<file path="src/rtl/bcci_axis_frame_source.sv">
// AXI-Stream frame source: reads a W x H image in raster order from a synchronous-read
// memory and streams it out with SOF on m_axis_user and end-of-line on m_axis_tlast.
module bcci_axis_frame_source #(
   parameter int AXIS_DATA_WIDTH = 24,
   parameter int SRC_IMG_WIDTH   = 960,
   parameter int SRC_IMG_HEIGHT  = 540,
   parameter int MEM_ADDR_WIDTH  = 20
) (
   input  logic                         clk,
   input  logic                         rst_n,
   input  logic                         start,
   output logic                         busy,
   output logic                         done,
   output logic                         mem_rd_en,
   output logic [MEM_ADDR_WIDTH-1:0]    mem_rd_addr,
   input  logic [AXIS_DATA_WIDTH-1:0]   mem_rd_data,
   output logic                         m_axis_tvalid,
   input  logic                         m_axis_tready,
   output logic [AXIS_DATA_WIDTH-1:0]   m_axis_tdata,
   output logic [AXIS_DATA_WIDTH/8-1:0] m_axis_tkeep,
   output logic [AXIS_DATA_WIDTH/8-1:0] m_axis_tstrb,
   output logic                         m_axis_tlast,
   output logic                         m_axis_tid,
   output logic                         m_axis_tdest,
   output logic                         m_axis_user
);

   localparam int COL_W = (SRC_IMG_WIDTH  > 1) ? $clog2(SRC_IMG_WIDTH)  : 1;
   localparam int ROW_W = (SRC_IMG_HEIGHT > 1) ? $clog2(SRC_IMG_HEIGHT) : 1;
   localparam int KW    = AXIS_DATA_WIDTH / 8;
   localparam int EW    = AXIS_DATA_WIDTH + 2;
   localparam logic [COL_W-1:0] COL_LAST = COL_W'(SRC_IMG_WIDTH - 1);
   localparam logic [ROW_W-1:0] ROW_LAST = ROW_W'(SRC_IMG_HEIGHT - 1);

   typedef enum logic [1:0] {S_IDLE, S_FETCH, S_DRAIN, S_DONE} state_t;

   state_t                    r_state;
   state_t                    w_state_next;
   logic [MEM_ADDR_WIDTH-1:0] r_addr;
   logic [COL_W-1:0]          r_col;
   logic [ROW_W-1:0]          r_row;
   logic                      r_inflight;
   logic                      r_pend_last;
   logic                      r_pend_user;
   logic [EW-1:0]             r_fifo [2];
   logic                      r_wr_ptr;
   logic                      r_rd_ptr;
   logic [1:0]                r_count;

   logic                      w_rd_en;
   logic                      w_valid;
   logic                      w_pop;
   logic                      w_push;
   logic                      w_col_last;
   logic                      w_issue_last;
   logic [2:0]                w_occ;
   logic [EW-1:0]             w_head;

   assign w_valid      = (r_count != 2'd0);
   assign w_pop        = w_valid && m_axis_tready;
   assign w_push       = r_inflight;
   assign w_col_last   = (r_col == COL_LAST);
   assign w_issue_last = w_col_last && (r_row == ROW_LAST);
   // Occupancy net of this cycle's pop, so a full-rate stream keeps one read in flight.
   assign w_occ        = {1'b0, r_count} - {2'b00, w_pop} + {2'b00, r_inflight};

   always_comb begin
      w_state_next = r_state;
      w_rd_en      = 1'b0;
      case (r_state)
         S_IDLE: begin
            if (start) w_state_next = S_FETCH;
         end
         S_FETCH: begin
            if (w_occ < 3'd2) begin
               w_rd_en = 1'b1;
               if (w_issue_last) w_state_next = S_DRAIN;
            end
         end
         S_DRAIN: begin
            // Every read is issued: the last pending entry leaving means the frame is out.
            if (w_pop && (r_count == 2'd1) && !r_inflight) w_state_next = S_DONE;
         end
         S_DONE: begin
            w_state_next = start ? S_FETCH : S_IDLE;
         end
         default: w_state_next = S_IDLE;
      endcase
   end

   always_ff @(posedge clk) begin
      if (!rst_n) begin
         r_state     <= S_IDLE;
         r_addr      <= '0;
         r_col       <= '0;
         r_row       <= '0;
         r_inflight  <= 1'b0;
         r_pend_last <= 1'b0;
         r_pend_user <= 1'b0;
         r_fifo[0]   <= '0;
         r_fifo[1]   <= '0;
         r_wr_ptr    <= 1'b0;
         r_rd_ptr    <= 1'b0;
         r_count     <= 2'd0;
      end else begin
         r_state    <= w_state_next;
         r_inflight <= w_rd_en;
         if (w_rd_en) begin
            r_pend_last <= w_col_last;
            r_pend_user <= (r_addr == '0);
            if (w_issue_last) begin
               r_addr <= '0;
               r_col  <= '0;
               r_row  <= '0;
            end else begin
               r_addr <= r_addr + MEM_ADDR_WIDTH'(1);
               if (w_col_last) begin
                  r_col <= '0;
                  r_row <= r_row + ROW_W'(1);
               end else begin
                  r_col <= r_col + COL_W'(1);
               end
            end
         end
         if (w_push) begin
            r_fifo[r_wr_ptr] <= {mem_rd_data, r_pend_last, r_pend_user};
            r_wr_ptr         <= ~r_wr_ptr;
         end
         if (w_pop) r_rd_ptr <= ~r_rd_ptr;
         r_count <= r_count + {1'b0, w_push} - {1'b0, w_pop};
      end
   end

   assign w_head        = r_fifo[r_rd_ptr] & {EW{w_valid}};
   assign m_axis_tvalid = w_valid;
   assign m_axis_tdata  = w_head[EW-1:2];
   assign m_axis_tlast  = w_head[1];
   assign m_axis_user   = w_head[0];
   assign m_axis_tkeep  = {KW{w_valid}};
   assign m_axis_tstrb  = {KW{w_valid}};
   assign m_axis_tid    = 1'b0;
   assign m_axis_tdest  = 1'b0;
   assign mem_rd_en     = w_rd_en;
   assign mem_rd_addr   = r_addr;
   assign busy          = (r_state == S_FETCH) || (r_state == S_DRAIN);
   assign done          = (r_state == S_DONE);

endmodule

</file>
<file path="config.mk">
export PLATFORM = sky130hd
export DESIGN_NAME = bcci_axis_frame_source
export DESIGN_NICKNAME = d
export VERILOG_FILES = /design/src/rtl/bcci_axis_frame_source.sv
export SDC_FILE = /design/constraint.sdc
export NUM_CORES = 1
export LEC_CHECK = 0
export ABC_AREA = 1
export ABC_CLOCK_PERIOD_IN_PS = 3780
export BUFFER_PORTS_ARGS = -buffer_cell sky130_fd_sc_hd__buf_4
export CAP_MARGIN = 20
export CORE_ASPECT_RATIO = 1.1
export CORE_MARGIN = 5
export CORE_UTILIZATION = 30
export DETAILED_ROUTE_END_ITERATION = 8
export PLACE_DENSITY_LB_ADDON = 0.1
export SKIP_LAST_GASP = 1
export SYNTH_ARGS = -nofsm -noshare
export SYNTH_HDL_FRONTEND = slang
export SYNTH_SLANG_ARGS = --single-unit
export TNS_END_PERCENT = 10
</file>
<file path="constraint.sdc">
create_clock -name clk -period 3.78 [get_ports clk]
set_clock_uncertainty 0.15 [all_clocks]
set_input_delay 0.756 -clock clk [delete_from_list [all_inputs] [get_ports clk]]
set_output_delay 0.756 -clock clk [all_outputs]
set_load 0.01 [all_outputs]
</file>
# Yosys cells after proc, flatten, opt, wreduce, memory -nomap -nowiden
# Memory sizes are Yosys's and may differ from the RTL's. A register that Yosys moved wholly into a read port is not among the register bits.
# Index checks and enable logic that the tools add are counted.
classes:
  n_addsub: 7
  multipliers: 0
  div: 0
  magnitude_cmp: 1
  n_eq_ne: 10
  shift: 0
  muxes: 22
  bitwise_logic: 3
  n_reduce_logical: 13
op_table:
  columns: ["operator", "count"]
  rows:
  - ["10-bit 2-to-1 mux", 4]
  - ["26-bit AND", 1]
  - ["26-bit 2-to-1 mux", 1]
  - ["26-bit OR reduction", 1]
  - ["10-bit by 1-bit adder with 10-bit output, second input constant", 2]
  - ["20-bit by 1-bit adder with 20-bit output, second input constant", 1]
  - ["10-bit equality test, second input constant", 2]
  - ["20-bit zero test", 1]
  - ["20-bit 2-to-1 mux", 1]
  - ["1-bit 2-to-1 mux", 11]
  - ["2-bit 2-to-1 mux", 4]
  - ["2-bit inequality test, second input constant", 4]
  - ["2-bit case mux with 4 select lines", 1]
  - ["2-bit by 1-bit equality test with 1-bit output, second input constant", 2]
  - ["2-bit equality test, second input constant", 2]
  - ["1-bit logical AND", 4]
  - ["4-bit AND reduction", 1]
  - ["2-bit nonzero test", 2]
  - ["3-bit by 1-bit adder with 3-bit output", 1]
  - ["3-bit by 2-bit < comparator with 1-bit output, second input constant", 1]
  - ["2-bit by 1-bit subtractor with 3-bit output", 1]
  - ["2-bit by 1-bit adder with 2-bit output", 1]
  - ["2-bit zero test", 1]
  - ["1-bit inverter", 2]
  - ["other kinds (4)", 4]
totals:
  reg_bits: 49
  latch_bits: 0
  ram_bits: 52
  romBits: 0
  in_bits: 28
  output_inout_bits: 58
  memories: 1
memory_table:
  columns: ["memory", "words", "width", "read_ports", "rd_clocked_by_memory_dff", "wr", "line", "text"]
  rows:
  - ["r_fifo", 2, 26, 1, 1, 2, "45", "logic [EW-1:0] r_fifo [2];"]

# Depth between registers and ports, before layout
# Gate-level depths: netlist of the first run.
depth:
  word_depth: 8
  ltp_mapped: 17

# Least setup slack after synthesis of the first run
# OpenSTA, ideal clock, no wires.
synth_path:
  path_type: "reg-to-output"
  from: "reg r_count[0]"
  to: "out mem_rd_en"
  t_arrival_ps: 2250
  setup_slack_ps: 624
  stages_incl_launch_ff: 12
  path_buffers: 1
  cell_sequence: "dfxtp_1 -> nor2_2 -> inv_1 -> nand2_1 -> xor2_1 -> inv_1 -> ha_1 -> fa_1 -> inv_1 -> nand3_2 -> nor2_4 -> buf_6"
synth_between:
  elab_chain_cells: 7
synth_rtl:
  columns: ["element", "line", "text"]
  rows:
  - ["start, declared", "48", "logic [1:0] r_count;"]
  - ["start signal, assigned", "130", "r_count <= r_count + {1'b0, w_push} - {1'b0, w_pop};"]
  - ["2-bit nonzero test", "59", "assign w_valid = (r_count != 2'd0);"]
  - ["via m_axis_tvalid", "17", "output logic m_axis_tvalid,"]
  - ["1-bit logical AND", "60", "assign w_pop = w_valid && m_axis_tready;"]
  - ["2-bit by 1-bit subtractor with 3-bit output", "65", "assign w_occ = {1'b0, r_count} - {2'b00, w_pop} + {2'b00, r_inflight};"]
  - ["3-bit by 1-bit adder with 3-bit output", "65", null]
  - ["via w_occ[1]", "56", "logic [2:0] w_occ;"]
  - ["3-bit by 2-bit < comparator with 1-bit output", "75", "if (w_occ < 3'd2) begin"]
  - ["1-bit 2-to-1 mux", "75", null]
  - ["1-bit 2-to-1 mux", "70", "case (r_state)"]
  - ["end, declared", "14", "output logic mem_rd_en,"]
# The timed path passes the listed nets, and every way through them passes these cells.

# Final worst setup path of the first run
layout_path:
  from: "reg r_count[1]"
  to: "out mem_rd_en"
layout_between:
  elab_chain_cells: 7
layout_rtl:
  columns: ["element", "line"]
  rows:
  - ["2-bit nonzero test", "59"]
  - ["1-bit logical AND", "60"]
  - ["2-bit by 1-bit subtractor with 3-bit output *", "65"]
  - ["3-bit by 1-bit adder with 3-bit output *", "65"]
  - ["via w_occ[1]", "56"]
  - ["3-bit by 2-bit < comparator with 1-bit output *", "75"]
  - ["1-bit 2-to-1 mux *", "75"]
  - ["1-bit 2-to-1 mux *", "70"]
# The timed path passes the listed nets; every way through them passes the cells marked *.

==> results of run 1 <==
==> per-layer routing <==
| metal | share of wire (%) | vias to the layer above | wire length, microns | global-route usage [%] |
|---|---|---|---|---|
| li1 | - | 2170 | - | - |
| met1 | 45 | 1958 | 5690 | 16.0 |
| met2 | 49 | 83 | 6220 | 22.3 |
| met3 | 3.9 | 12 | 495 | 2.31 |
| met4 | 1.4 | 0 | 174 | 4.33 |
| met5 | 0 | - | 0 | 0 |
==> per-stage QoR <==
stage	utilization [%]	setup slack [ns]	power, mW
detailed placement	35.4	0.354	2.63
CTS	37.2	0.199	3.61
global placement	35.4	0.388	2.62
global route	37.2	0.0269	3.77
floorplan	-	0.624	2.19
finish	37.2	0.248	3.54
==> synthesized netlist by cell type, types with 2 or more instances <==
master / number
nor2_4: 8
nand3_2: 4
edfxtp_1: 52
nor3_4: 2
o21ai_2: 5
a21oi_1: 47
nand2_1: 135
buf_2: 2
o21ai_0: 12
nor2_1: 98
o21bai_1: 2
buf_4: 8
inv_2: 6
nor4_1: 3
xor2_1: 6
nand4_1: 10
dfxtp_1: 50
nor3_1: 11
ha_1: 10
a211oi_1: 4
nor2_2: 11
inv_1: 90
nand2_4: 7
buf_6: 3
clkbuf_1: 10
nand3_1: 26
nand2_2: 2
==> power groups by stage <==
stage          sequential, mW  clock [mW]  combinational [mW]
2_1_floorplan            1.36           0               0.835
3_3_place_gp             1.38           0                1.23
3_5_place_dp             1.39           0                1.24
4_1_cts                  1.36        1.00                1.25
5_1_grt                  1.38        1.04                1.35
6_report                 1.36       0.969                1.22
==> how the worst max path moves through the flow <==
stage,to,depth (start not counted),startpoint,slack [ns]
floorplan,mem_rd_en,11,r_count[0],0.62
global placement,mem_rd_en,10,m_axis_tready,0.39
detailed placement,mem_rd_addr[6],15,m_axis_tready,0.35
CTS,mem_rd_en,11,r_count[0],0.20
global route,mem_rd_en,11,r_count[0],0.03
finish,mem_rd_en,11,r_count[1],0.25
==> sequential cells by signal, indices dropped and copies added (netlist names), named ones only <==
name,count
mem_rd_addr,20
r_state,2
r_pend_last,1
r_count,2
r_inflight,1
r_row,10
r_pend_user,1
r_fifo,52
r_wr_ptr,1
r_rd_ptr,1
r_col,10
==> kinds of logic (layout without fill, tap and decap cells) <==
logic type,after synthesis,count (layout),synth area share [%]
AOI/OAI and AO/OA,73,73,7.86
xor gates and xnor gates,7,7,1.18
adders and majority gates,11,11,2.80
buffers and inverters,121,204,9.81
DFF,102,102,49.4
other,1,2,0.0723
and+or+nand+nor,320,320,28.9
==> worst max-delay path, cell delays in order (launching register included) <==
cell,delay [ns]
dfxtp_1,0.40
nor2_2,0.05
inv_1,0.17
nand2_1,0.14
xor2_1,0.16
inv_1,0.06
ha_1,0.18
fa_1,0.46
inv_1,0.14
nand3_2,0.12
nor2_4,0.22
buf_4,0.17
==> layout make-up <==
class | count | share of cell area [%]
timing repair buffer | 91 | 10.8
sequential | 102 | 40.5
clock buffer | 9 | 3.56
clock inverter | 7 | 1.28
tap | 234 | 4.63
multi-input combinational | 413 | 33.5
inverter | 97 | 5.75
==> impl_metrics.toml, run 1 <==
[clocking]
cts_tree = "done"
cts_max_level = 3
clock_latency_ns = 0.34
clk_path_buf_depth = 2
cts_resized = 0
cts_root_buf = "clkbuf_16"
cts.sinks = 102
cts.clk_slew.worst_paths_ns = 0.08
cts_buffers = 9
holdBufCountCts = 0
cts_setup_buffers = 0

[floorplanning]
core-area_sq_um = 17000
rows = 50
die_h_microns = 148
die_x_microns = 135
initial_utilization_pct = 30.5
fp.dieArea_sq_um = 20000
io_pins = 86

[critical_path]
rr_startpoint = "r_count[1]"
r2r-end = "mem_rd_addr[6]"
cp.arrival_ns = 2.63
worst_setup_path_end_kind = "output port"
critPathKind = "flop to output port"
r2r_cells = 16
crit_path_start_kind = "flop"
worstPathRequired_ns = 2.87
r2r_slack_ns = 0.61
cp_max_fo = 8

[yosys]
yosys_most_used_dff = "edfxtp_1"
netlist.area_leader.share_pct = 30.1
ys_types = 38
synth_cells = 635
ys_ff_latch = 102
synth_edf_count = 52
synth_area_sq_um = 5190
yosys.area.top_type = "edfxtp_1"
async_flop_share_pct = 0
avgSynthCellArea_sq_um = 8.17
synth-seq-area-share_pct = 49.4
yosysWarningCount = 0
synth.area.top_cells = "edfxtp_1 (30%), dfxtp_1 (19%), nand2_1 (9.8%)"

[layout]
syn_to_final_growth_pct = 22.0
fin_cells = 953
final_area_sq_um = 6330
n_antenna_cell = 0
fillers = 1828
regArea_sq_um = 2560
fin_nets = 753
multi_input_area_sq_um = 2120
final_common_cell = "nand2_1"
layout-drive-gt1-share_pct = 21.6
layout_common_cells = "nand2_1 (135), nor2_1 (98), buf_4 (91)"

[hold_path]
worstHoldPathType = "flop to flop"
min_path_cells = 2
holdPathEnd = "r_pend_user"
min_from = "r_pend_user"

[grt]
grt_max_degree = 29
overflow = 0
grt_pass1_vias = 4271
grt_pass1_wl_mm = 20.9
antenna_found_initial = 0
grt_use_total_pct = 12.8

[power_and_ir_drop]
p_int_mw = 2.27
p_sw_share_pct = 35.9
switchingPower_mw = 1.27
p_leak_nw = 2.79
seqPwrFrac_pct = 38.4
comb_power_share_pct = 34.3
pwr-share-clk_pct = 27.3
power.density_nw_per_um2 = 560
ir_worst_vdd_uv = 248

[timing]
whs_ns = 0.327
period_minus_slack_ns = 3.53
final.period_utilization_pct = 93.4
setup_violations = 0
setup_tns_ns = 0
rsz0062_at_grt = "no"
fmax_mhz = 283
drv_slew = 0
hold_viol_final = 0

[routing]
drtAntennaViolNets = 0
drt-wirelength-per-cell_microns = 13.2
drtIter0Drc = 132
drtPass1Iterations = 4
route.detailed.drc = 0
routed_wl_mm = 12.6
via_count = 4223
avgViaCountPerCell = 4.43

[placement]
place_hpwl_mm = 8.95
dpl.cell_count = 937
gp_congestion = 0.831
placed_area_sq_um = 6020
port_buffers = 83

[flow_run]
drv_cap = 0

[outcome]
status = "complete, no violations"
Power figures use the tool's default switching activity.
==> run 2: changes to the inputs <==
--- a/config.mk
+++ b/config.mk
@@ -14,6 +14,7 @@
 export CORE_UTILIZATION = 30
 export DETAILED_ROUTE_END_ITERATION = 8
 export PLACE_DENSITY_LB_ADDON = 0.1
+export REMOVE_ABC_BUFFERS = 1
 export SKIP_LAST_GASP = 1
 export SYNTH_ARGS = -nofsm -noshare
 export SYNTH_HDL_FRONTEND = slang
==> impl_metrics.toml, run 2 (synthesis results as in run 1) <==
[clocking]
cts_resized = 0
cts_root_buf = "clkbuf_16"
cts_tree = "done"
clock_latency_ns = 0.35
cts_max_level = 3
clk_path_buf_depth = 2
cts.sinks = 102
cts.clk_slew.worst_paths_ns = 0.07
holdBufCountCts = 0
cts_buffers = 9

[critical_path]
cp.arrival_ns = 2.62
critPathKind = "flop to output port"
slowest_stage = "fa_1"
cp_max_fo = 8
cpMostUsedCell = "inv_1"
slowest_delay_ns = 0.44
worst_setup_path_end_kind = "output port"
worstPathRequired_ns = 2.87
crit_path_start_kind = "flop"
path_cells = "nor2_2 -> inv_1 -> nand2_1 -> xor2_1 -> inv_1 -> ha_1 -> fa_1 -> inv_1 -> nand3_2 -> nor2_4 -> buf_4"

[grt]
overflow = 0
antenna_found_initial = 0
grt_use_total_pct = 12.8
grt_pass1_wl_mm = 20.6
grt_pass1_vias = 4153
grt_max_degree = 28

[routing]
via_count = 4258
avgViaCountPerCell = 4.45
drtAntennaViolNets = 0
drt-wirelength-per-cell_microns = 13.3
route.detailed.drc = 0
routed_wl_mm = 12.7
drtIter0Drc = 204
drtPass1Iterations = 4

[floorplanning]
fp.dieArea_sq_um = 20000
die_h_microns = 148
die_x_microns = 135
io_pins = 86
rows = 50
initial_utilization_pct = 30.5
core-area_sq_um = 17000

[placement]
port_buffers = 83
dpl.cell_count = 936
placed_area_sq_um = 6020
place_hpwl_mm = 8.48
pre_cts_ws_ns = 0.391
gp_congestion = 0.805

[layout]
final_area_sq_um = 6310
syn_to_final_growth_pct = 21.7
layout_common_cells = "nand2_1 (135), nor2_1 (98), buf_4 (94)"
fin_nets = 756
post-route-util_pct = 37.1
largest_reg_flops = 52
largest_register = "r_fifo"
layout-drive-gt1-share_pct = 21.7
final_common_cell = "nand2_1"
fin_cells = 956
n_antenna_cell = 0

[timing]
rsz0062_at_grt = "no"
setup_violations = 0
max_slew_margin_pct = 40.5
fmax_mhz = 284
final.period_utilization_pct = 93.2
drv_slew = 0
fin_ws_ns = 0.257
worstMarginPinSlew_ns = 0.886
period_minus_slack_ns = 3.52
hold_viol_final = 0

[power_and_ir_drop]
p_total_mw = 3.49
p_leak_nw = 2.78
ir_worst_vdd_uv = 216
power.density_nw_per_um2 = 553

[outcome]
status = "complete, no violations"

[flow_run]
drv_cap = 0

[hold_path]
worstHoldPathType = "flop to flop"
==> run 2: cell count changes in the layout (fill, tap and decap cells not counted) <==
cell        change
clkinvlp_2      +1
clkinvlp_4      +1
clkbuf_1        +1
clkinv_2        +2
clkinv_4        -2
buf_4           +3
inv_6           -2
bufinv_16       -1
==> run 2: through the flow <==
| stage | setup TNS (ns) | hold WS [ns] |
|---|---|---|
| after floorplan | -0.114 | 0.293 |
| final | 0 | 0.328 |
| after global routing | 0 | 0.348 |
| after global placement | 0 | 0.316 |
| after CTS | 0 | 0.327 |
| after detailed placement | 0 | 0.316 |
==> run 2: final timing paths <==
path | start | end | slack, ns | cells past startpoint
setup / recovery | r_count[1] | mem_rd_en | 0.26 | 11
hold reg to reg | r_pend_user | r_pend_user | 0.33 | 2
hold / removal | r_pend_user | r_pend_user | 0.33 | 2
setup reg to reg | r_count[1] | mem_rd_addr[6] | 0.62 | 16
==> run 2: area by class of cell <==
cell class / count / area (sq um)
fill: 1835 / 10700
sequential: 102 / 2560
multi-input combinational: 413 / 2120
timing repair buffer: 94 / 706
inverter: 97 / 364
tap: 234 / 293
clock buffer: 10 / 229
clock inverter: 6 / 38.8
==> run 2: power breakdown <==
part	internal [mW]	switching, mW	leakage [nW]
logic	0.491	0.781	1.72
registers	1.28	0.0638	0.942
clock network	0.446	0.424	0.125
total	2.22	1.27	2.78
==> run 2: repair_timing <==
action	CTS	global route
endpoints found under the hold margin	0	0
setup buffers	0	4
endpoints found under the setup margin	0	1
==> run 2: routing by layer <==
layer / vias to the layer above / share of wire [%] / global-route usage, % / wire [microns]
met3: 15 / 4.3 / 2.79 / 549
li1: 2175 / - / - / -
met1: 1983 / 47 / 16.2 / 5950
met4: 0 / 1.7 / 5.19 / 218
met2: 85 / 47 / 21.2 / 6030
met5: - / 0 / 0 / 0
==> run 2: critical path, delay by kind of cell, from the launching register on <==
| family | cells | cell delay, ns |
|---|---|---|
| DFF | 1 | 0.40 |
| and+or+nand+nor | 4 | 0.55 |
| adders and majority gates | 2 | 0.62 |
| buffers and inverters | 4 | 0.53 |
| xor gates and xnor gates | 1 | 0.16 |
